==> src/rtl/countdown_timer_if.sv <==
// countdown_timer_if -- front-panel bundle for the countdown timer.
//   sw_i        [7:0] preset value, sampled on a LOAD press event
//   btn_load_i        raw bouncing LOAD pushbutton, active-high
//   btn_start_i       raw bouncing START/PAUSE pushbutton, active-high
//   tick_i            one-cycle 1 Hz strobe, synchronous to mclk
//   led_o       [7:0] count value, or blink pattern while expired
//   done_o            high while expired
interface countdown_timer_if;
   logic [7:0] sw_i;
   logic       btn_load_i;
   logic       btn_start_i;
   logic       tick_i;
   logic [7:0] led_o;
   logic       done_o;

   modport slave (
      input  sw_i, btn_load_i, btn_start_i, tick_i,
      output led_o, done_o
   );

   modport master (
      output sw_i, btn_load_i, btn_start_i, tick_i,
      input  led_o, done_o
   );
endinterface

==> src/rtl/countdown_timer.sv <==
// countdown_timer -- 8-bit seconds countdown with debounced LOAD and
// START/PAUSE buttons and a blinking expiry indication.
//   mclk  system clock, rising edge
//   rst_n asynchronous active-low reset
//   bus   countdown_timer_if.slave (switches, buttons, tick, LED, DONE)
//
// state   | meaning
// --------+---------------------------------------------------------
// IDLE    | count loaded (or zero), waiting for START
// RUN     | counting down on each tick
// PAUSE   | count held, START resumes
// EXPIRED | count reached zero, LEDs blink on each tick
module countdown_timer #(
   parameter int DEBOUNCE_CYCLES = 500000
) (
   input  logic             mclk,
   input  logic             rst_n,
   countdown_timer_if.slave bus
);

   localparam int CW = (DEBOUNCE_CYCLES > 2) ? $clog2(DEBOUNCE_CYCLES) : 1;
   localparam logic [CW-1:0] DB_RELOAD = CW'(DEBOUNCE_CYCLES - 1);

   typedef enum logic [1:0] {
      IDLE    = 2'd0,
      RUN     = 2'd1,
      PAUSE   = 2'd2,
      EXPIRED = 2'd3
   } state_t;

   // Button front end; bit 0 = LOAD, bit 1 = START.
   logic [1:0]         btn_raw;
   logic [1:0]         meta_q;
   logic [1:0]         sync_q;
   logic [1:0]         level_q, level_d;
   logic [1:0]         level_prev_q;
   logic [1:0][CW-1:0] db_cnt_q, db_cnt_d;
   logic [1:0]         press;

   assign btn_raw = {bus.btn_start_i, bus.btn_load_i};

   always_ff @(posedge mclk or negedge rst_n) begin
      if (!rst_n) begin
         meta_q       <= '0;
         sync_q       <= '0;
         level_q      <= '0;
         level_prev_q <= '0;
         db_cnt_q     <= '0;
      end else begin
         meta_q       <= btn_raw;
         sync_q       <= meta_q;
         level_q      <= level_d;
         level_prev_q <= level_q;
         db_cnt_q     <= db_cnt_d;
      end
   end

   // Down-counter reloads whenever the input agrees with the debounced level,
   // so the level only flips after DEBOUNCE_CYCLES consecutive disagreeing cycles.
   always_comb begin
      level_d  = level_q;
      db_cnt_d = db_cnt_q;
      for (int i = 0; i < 2; i++) begin
         if (sync_q[i] == level_q[i]) begin
            db_cnt_d[i] = DB_RELOAD;
         end else if (db_cnt_q[i] == '0) begin
            level_d[i]  = sync_q[i];
            db_cnt_d[i] = DB_RELOAD;
         end else begin
            db_cnt_d[i] = db_cnt_q[i] - 1'b1;
         end
      end
   end

   assign press = level_q & ~level_prev_q;

   // Timer core.
   state_t     state_q, state_d;
   logic [7:0] cnt_q, cnt_d;
   logic       blink_q, blink_d;
   logic [7:0] led_q, led_d;
   logic       done_q, done_d;
   logic       load_ev, start_ev;

   assign load_ev  = press[0];
   assign start_ev = press[1];

   always_ff @(posedge mclk or negedge rst_n) begin
      if (!rst_n) begin
         state_q <= IDLE;
         cnt_q   <= 8'h00;
         blink_q <= 1'b0;
         led_q   <= 8'h00;
         done_q  <= 1'b0;
      end else begin
         state_q <= state_d;
         cnt_q   <= cnt_d;
         blink_q <= blink_d;
         led_q   <= led_d;
         done_q  <= done_d;
      end
   end

   // Events are mutually exclusive by priority: LOAD, then START, then TICK.
   always_comb begin
      state_d = state_q;
      cnt_d   = cnt_q;
      blink_d = blink_q;
      if (load_ev) begin
         cnt_d   = bus.sw_i;
         state_d = IDLE;
      end else begin
         unique case (state_q)
            IDLE: begin
               if (start_ev && (cnt_q != 8'h00)) state_d = RUN;
            end
            RUN: begin
               if (start_ev) begin
                  state_d = PAUSE;
               end else if (bus.tick_i) begin
                  if (cnt_q > 8'd1) begin
                     cnt_d = cnt_q - 8'd1;
                  end else begin
                     cnt_d   = 8'h00;
                     state_d = EXPIRED;
                     blink_d = 1'b1;
                  end
               end
            end
            PAUSE: begin
               if (start_ev) state_d = RUN;
            end
            EXPIRED: begin
               if (bus.tick_i) blink_d = ~blink_q;
            end
            default: state_d = IDLE;
         endcase
      end
   end

   // Outputs are derived from next-state values so they register with the state.
   always_comb begin
      done_d = (state_d == EXPIRED);
      led_d  = done_d ? {8{blink_d}} : cnt_d;
   end

   assign bus.led_o  = led_q;
   assign bus.done_o = done_q;

endmodule

==> src/flat_wrapper.sv <==
// flat-port wrapper written by rule: the top's interface ports become plain ports
module countdown_timer_flat 
#(
   parameter int DEBOUNCE_CYCLES = 500000
)
  (mclk, rst_n, bus_sw_i, bus_btn_load_i, bus_btn_start_i, bus_tick_i, bus_led_o, bus_done_o);
  countdown_timer_if bus_i ();
  input  logic mclk;
  input  logic rst_n;
  input wire logic [$bits(bus_i.sw_i)-1:0] bus_sw_i;
  input wire logic [$bits(bus_i.btn_load_i)-1:0] bus_btn_load_i;
  input wire logic [$bits(bus_i.btn_start_i)-1:0] bus_btn_start_i;
  input wire logic [$bits(bus_i.tick_i)-1:0] bus_tick_i;
  output wire logic [$bits(bus_i.led_o)-1:0] bus_led_o;
  output wire logic [$bits(bus_i.done_o)-1:0] bus_done_o;
  assign bus_i.sw_i = bus_sw_i;
  assign bus_i.btn_load_i = bus_btn_load_i;
  assign bus_i.btn_start_i = bus_btn_start_i;
  assign bus_i.tick_i = bus_tick_i;
  assign bus_led_o = bus_i.led_o;
  assign bus_done_o = bus_i.done_o;
  countdown_timer #(.DEBOUNCE_CYCLES(DEBOUNCE_CYCLES)) u_core (.mclk(mclk), .rst_n(rst_n), .bus(bus_i));
endmodule
==> config.mk <==
export PLATFORM = sky130hd
export DESIGN_NAME = countdown_timer_flat
export DESIGN_NICKNAME = d
export VERILOG_FILES = /design/src/rtl/countdown_timer_if.sv /design/src/rtl/countdown_timer.sv /design/src/flat_wrapper.sv
export SDC_FILE = /design/constraint.sdc
export NUM_CORES = 1
export LEC_CHECK = 0
export ABC_AREA = 1
export BUFFER_PORTS_ARGS = -buffer_cell sky130_fd_sc_hd__buf_2
export CAP_MARGIN = 15
export CORE_MARGIN = 2
export CORE_UTILIZATION = 54
export DETAILED_ROUTE_END_ITERATION = 10
export PLACE_DENSITY = 0.72
export SLEW_MARGIN = 10
export SYNTH_ARGS = -nofsm -noshare
export SYNTH_HDL_FRONTEND = slang
export SYNTH_SLANG_ARGS = --single-unit
==> constraint.sdc <==
create_clock -name mclk -period 1.55 [get_ports mclk]
set_input_delay 0.31 -clock mclk [delete_from_list [all_inputs] [get_ports mclk]]
set_output_delay 0.31 -clock mclk [all_outputs]
set_load 0.02 [all_outputs]
### Yosys cells after proc, flatten, opt, wreduce, memory -nomap -nowiden

Cells that the tools add are included.

* word-level logic and storage cells: 57
* bits of input ports: 13
* output and inout bits: 9
* bits in registers: 66

* eq/ne operators: 6
* magnitude comparators: 1
* bitwise logic cells: 5
* add/subtract/negate cells: 3
* reduce and logical (&&, ||, !) cells: 7
* mux-type cells: 23

Operator list (count)
* two-way mux 19 bit: 4
* two-way mux 8 bit: 6
* zero test 19 bit: 2
* subtractor 19 x 1 -> 19 bit, second input constant: 2
* two-way mux 2 bit: 6
* > comparator 8 x 1 -> 1 bit, second input constant: 1
* nonzero test 8 bit: 1
* subtractor 8 x 1 -> 8 bit, second input constant: 1
* equality test 2 bit, second input constant: 3
* case mux 2 bit (3 select lines): 1
* two-way mux 1 bit: 5
* AND reduction 2 bit: 2
* NOT 1 bit: 3
* bitwise AND 2 bit: 1
* equality test 1 bit: 2
* equality test 2 x 1 -> 1 bit, second input constant: 1
* zero test 2 bit: 1
* NOT 2 bit: 1
* case mux 1 bit (2 select lines): 1
* logical AND 1 bit: 1

### Logic depth before layout (Yosys ltp)

* word-level depth: 8
* gate-level depth with buffers: 10
* mapped depth without buffers: 10

### Least setup slack after synthesis

OpenSTA, ideal clock, no wires.

* path kind: register to register
* from: register u_core.db_cnt_q[19] in the netlist's numbering
* to: register u_core.db_cnt_q[20] in the netlist's numbering
* arrival: 1524 ps
* data required time: 1485 ps
* cell stages (with the launch flop): 11
* library setup time: 65 ps
* path buffers: 0
* clock period less this slack: 1589 ps
* slack: -39 ps
* cells stage by stage: dfrtp_1 > inv_1 > ha_1 > nand2_2 > nor2_4 > nand3_4 > nor2_4 > nand2_2 > o21ai_4 > inv_2 > nand2_1

RTL lines
* start: declaration: line countdown_timer.sv:37 `logic [1:0][CW-1:0] db_cnt_q, db_cnt_d;`
* start signal: assignment: line countdown_timer.sv:54 `db_cnt_q <= db_cnt_d;`

### Worst setup path in the final report

* from: register u_core.cnt_q[0]
* to: register u_core.led_q[2], in the netlist u_core.bus.led_o[2]

* elaborated cells on any way between the ends: 22
* those cells by class: add/sub (1); order compare (1); eq/ne (1); mux (17); reduce/logical (2)

RTL lines
* start: declaration: line countdown_timer.sv:79 `logic [7:0] cnt_q, cnt_d;`
* start signal: assignment: line countdown_timer.sv:97 `cnt_q <= cnt_d;`
* subtractor 8 x 1 -> 8 bit / > comparator 8 x 1 -> 1 bit (equally long branches): line countdown_timer.sv:122, countdown_timer.sv:121
* two-way mux 8 bit (*): line countdown_timer.sv:121 `if (cnt_q > 8'd1) begin`
* two-way mux 8 bit (*): line countdown_timer.sv:120 `end else if (bus.tick_i) begin`
* two-way mux 8 bit (*): line countdown_timer.sv:118 `if (start_ev) begin`
* two-way mux 8 bit (*): line countdown_timer.sv:113 `unique case (state_q)`
* two-way mux 8 bit (*): line countdown_timer.sv:109 `if (load_ev) begin`
* net u_core.cnt_d[2]: line countdown_timer.sv:79
* two-way mux 8 bit (*): line countdown_timer.sv:144 `led_d = done_d ? {8{blink_d}} : cnt_d;`
* net u_core.led_d[2]: line countdown_timer.sv:81 `logic [7:0] led_q, led_d;`
* end signal: assignment: line countdown_timer.sv:99 `led_q <= led_d;`
* end: declaration: line countdown_timer.sv:81

The timed path passes the listed nets; every way through them passes the cells marked *.
A chain may end at the register's enable or synchronous reset.

==> flow_metrics.py <==
metrics = {
    "sta": {
        "finalWorstSetupSlack_ns": -0.120,
        "fin_skew_ns": 0.00768,
        "final-setup-viol-count": 21,
        "fmaxAchievable_ghz": 0.599,
        "min_period_ns": 1.67,
        "slew_viol_final": 0,
        "period_share": 1.08,
        "tightest_slew_ns": 0.522,
        "fin_hold_ws_ns": 0.0756,
        "slew_headroom": 0.651,
        "rsz0062_at_grt": "true",
        "hold_viol_final": 0,
        "setup_tns_ns": -0.863,
    },
    "worst_setup_path": {
        "crit_type": "reg -> reg",
        "reg2reg_from": "u_core.cnt_q[0]$_DFF_PN0_",
        "cp_max_fo": 3,
        "arrival_ns": 1.94,
        "cp_common_cell": "nand2_1",
        "startpoint_type": "flip-flop",
        "critical_path.cell_chain": "inv_2 > ha_4 > or2_4 > nand4_1 > nand2_1 > o21ai_1 > nand2_1 > nand2_1",
        "crit_path_end_kind": "flip-flop",
        "cpMaxStageDelayCell": "dfrtp_1",
        "r2r_end": "u_core.bus.led_o[2]$_DFF_PN0_",
        "max_stage_delay_ns": 0.39,
        "required_ns": 1.82,
        "r2r_cells": 8,
        "rrSetupSlack_ns": -0.12,
    },
    "global_routing": {
        "grt_pass1_wl_um": 12300,
        "grt_overflow": 0,
        "grt_max_degree": 63,
        "grtUsageTotal": 0.240,
        "antenna_found_initial": 0,
        "grt_pass1_vias": 2768,
    },
    "power_and_ir_drop": {
        "p_leak_nw": 2.09,
        "max-vdd-ir-drop_mv": 0.640,
        "finalPower_mw": 3.56,
        "power.density_nw_per_um2": 791,
    },
    "logic_synthesis": {
        "synth_top_cells_by_area": "dfrtp_1 50%, nand2_1 11%, nor2_1 7.6%, inv_1 5.2%, xor2_1 4.8%",
        "syn_inst": 400,
        "avgSynthCellArea_um2": 8.26,
        "synth_seq_cells": 66,
        "synth_edf_count": 0,
        "yosysWarnings": 0,
        "synth.distinct_cells": 31,
        "yosys.area.top_type": "dfrtp_1",
        "async_flop_share": 1.00,
        "synth_nets": 418,
        "yosysSeqAreaShare": 0.500,
        "mappedNetlistArea_um2": 3300,
        "synth-main-ff-cell": "dfrtp_1",
        "synthDominantCellAreaShare": 0.500,
    },
    "clock_tree": {
        "cts_buffers": 9,
        "clk_pin_slew_ns": 0.07,
        "cts_sinks": 66,
        "cts-htree-levels": 3,
        "clk_latency_ns": 0.34,
        "clockRootBuffer": "clkbuf_8",
        "cts_tree": "yes",
        "cts_max_path_buffers": 2,
    },
    "cells_and_area": {
        "final_area_um2": 4500,
        "fin_cells": 569,
        "final_cell_mix": "77 x nand2_1, 64 x dfrtp_1, 51 x buf_4, 43 x nor2_1, 39 x inv_1",
        "area_growth_pct": 36.2,
        "antennaDiodeCount": 0,
        "regArea_um2": 1650,
        "fillers": 381,
        "multi_input_area_um2": 1770,
        "fin_nets": 507,
        "drive_above_1_share": 0.379,
        "mostFrequentLayoutCell": "nand2_1",
    },
    "worst_hold_path": {
        "min_to": "u_core.meta_q[0]$_DFF_PN0_",
        "hold_depth": 1,
        "min_from": "bus_btn_load_i",
        "hp-class": "in -> reg",
    },
    "floorplanning": {
        "start_util": 0.558,
        "coreArea_um2": 5920,
        "die-height_um": 82.2,
        "die_w_um": 82.2,
        "design.die.area_um2": 6760,
        "boundaryPins": 22,
        "num_rows": 28,
    },
    "placement": {
        "port_buffers": 21,
        "dpl_cell_area_um2": 3850,
        "dp_hpwl_um": 4990,
        "place_inst": 538,
        "gp_congestion": 0.873,
    },
    "route": {
        "postRouteAntennaNets": 0,
        "drt_pass1_iterations": 5,
        "avgRoutedWirePerCell_um": 14.7,
        "drc_errors": 0,
        "wirelength_um": 8360,
        "vias_per_cell": 5.39,
        "vias": 3068,
        "drt_iter0_drc": 224,
    },
    "job": {
        "max_cap_violations": 0,
    },
    "outcome": {
        "outcome": "complete, but fails checks",
        "violations": "negative setup slack",
    },
}
[per-stage QoR]
stage	utilization	worst slack [ns]
after detailed placement	0.651	-0.128
after floorplan	-	0.00514
after global routing	0.760	-0.165
final	0.760	-0.120
after CTS	0.703	-0.0174
after global placement	0.651	-0.0627
[where the power goes]
part           total, mW  internal, mW  switching (mW)
sequential          1.76          1.74          0.0202
combinational      0.192        0.0789           0.113
clock               1.60         0.902           0.701
[Yosys cell counts (all sizes together), types with 5 or more instances]
cell type   n
o21ai      15
nand2      99
or2         7
a21oi       7
ha          5
dfrtp      66
xnor2       7
inv        48
nand4       6
nor2       71
xor2       18
nand3      29
nor3        9
[sequential cells by signal, summed over array words and instances, names as in the netlist]
| name | cells |
|---|---|
| u_core.db_cnt_q | 38 |
| u_core.bus.led_o | 8 |
| u_core.cnt_q | 8 |
| u_core.level_prev_q | 2 |
| u_core.level_q | 2 |
| u_core.meta_q | 2 |
| u_core.state_q | 2 |
| u_core.sync_q | 2 |
| u_core.blink_q | 1 |
| u_core.bus.done_o | 1 |
[layer usage]
metal | global-route usage | share of wire | up-vias | wire length (µm)
met1 | 0.291 | 0.40 | 1465 | 3310
met3 | 0.0337 | 0.047 | 34 | 394
met2 | 0.417 | 0.52 | 127 | 4340
met4 | 0.115 | 0.037 | 0 | 312
li1 | - | - | 1442 | -
met5 | 0 | 0 | - | 0
[kinds of logic after synthesis]
| family | share of synthesized area |
|---|---|
| adder cells (fa/ha/maj) | 0.0189 |
| XOR/XNOR | 0.0663 |
| AND/OR/NAND/NOR | 0.307 |
| flip-flops | 0.500 |
| AO/OA/AOI/OAI | 0.0458 |
| multiplexers | 0.00341 |
| buffers and inverters | 0.0583 |
[timing repair]
action                     4_1_cts  5_1_grt
gates resized for setup         23       77
gates cloned                     1        0
hold buffers                     1        0
hold endpoints to repair         4        0
pin swaps                       10       23
setup buffers                    3       11
setup endpoints to repair       28       42
[final cells by class]
type / instances / share of cell area
clock inverters: 7 / 0.0209
clock buffers: 9 / 0.0275
multi-input cells: 285 / 0.394
repair buffers: 79 / 0.128
flip-flops and latches: 66 / 0.368
well taps: 75 / 0.0209
inverters: 48 / 0.0417
[worst max-delay path, delay by kind of cell, from the launching register on]
kind            cells  cell delay, ns
compound gates      1            0.27
fa+ha+maj           1            0.16
buf+inv             1            0.07
flops               1            0.39
simple gates        5            0.70
[how the worst max path moves through the flow]
stage / cells after the start / endpoint / slack [ns] / startpoint
after floorplan: 9 / u_core.bus.led_o[6]$_DFF_PN0_ / 0.005 / u_core.cnt_q[0]$_DFF_PN0_
after global placement: 9 / u_core.bus.led_o[7]$_DFF_PN0_ / -0.06 / u_core.cnt_q[0]$_DFF_PN0_
after detailed placement: 9 / u_core.bus.led_o[1]$_DFF_PN0_ / -0.13 / u_core.cnt_q[0]$_DFF_PN0_
after CTS: 10 / u_core.bus.led_o[1]$_DFF_PN0_ / -0.02 / u_core.cnt_q[0]$_DFF_PN0_
after global routing: 8 / u_core.bus.led_o[2]$_DFF_PN0_ / -0.17 / u_core.cnt_q[0]$_DFF_PN0_
final: 8 / u_core.bus.led_o[2]$_DFF_PN0_ / -0.12 / u_core.cnt_q[0]$_DFF_PN0_
Note: power is estimated with default switching activity, not from simulation.
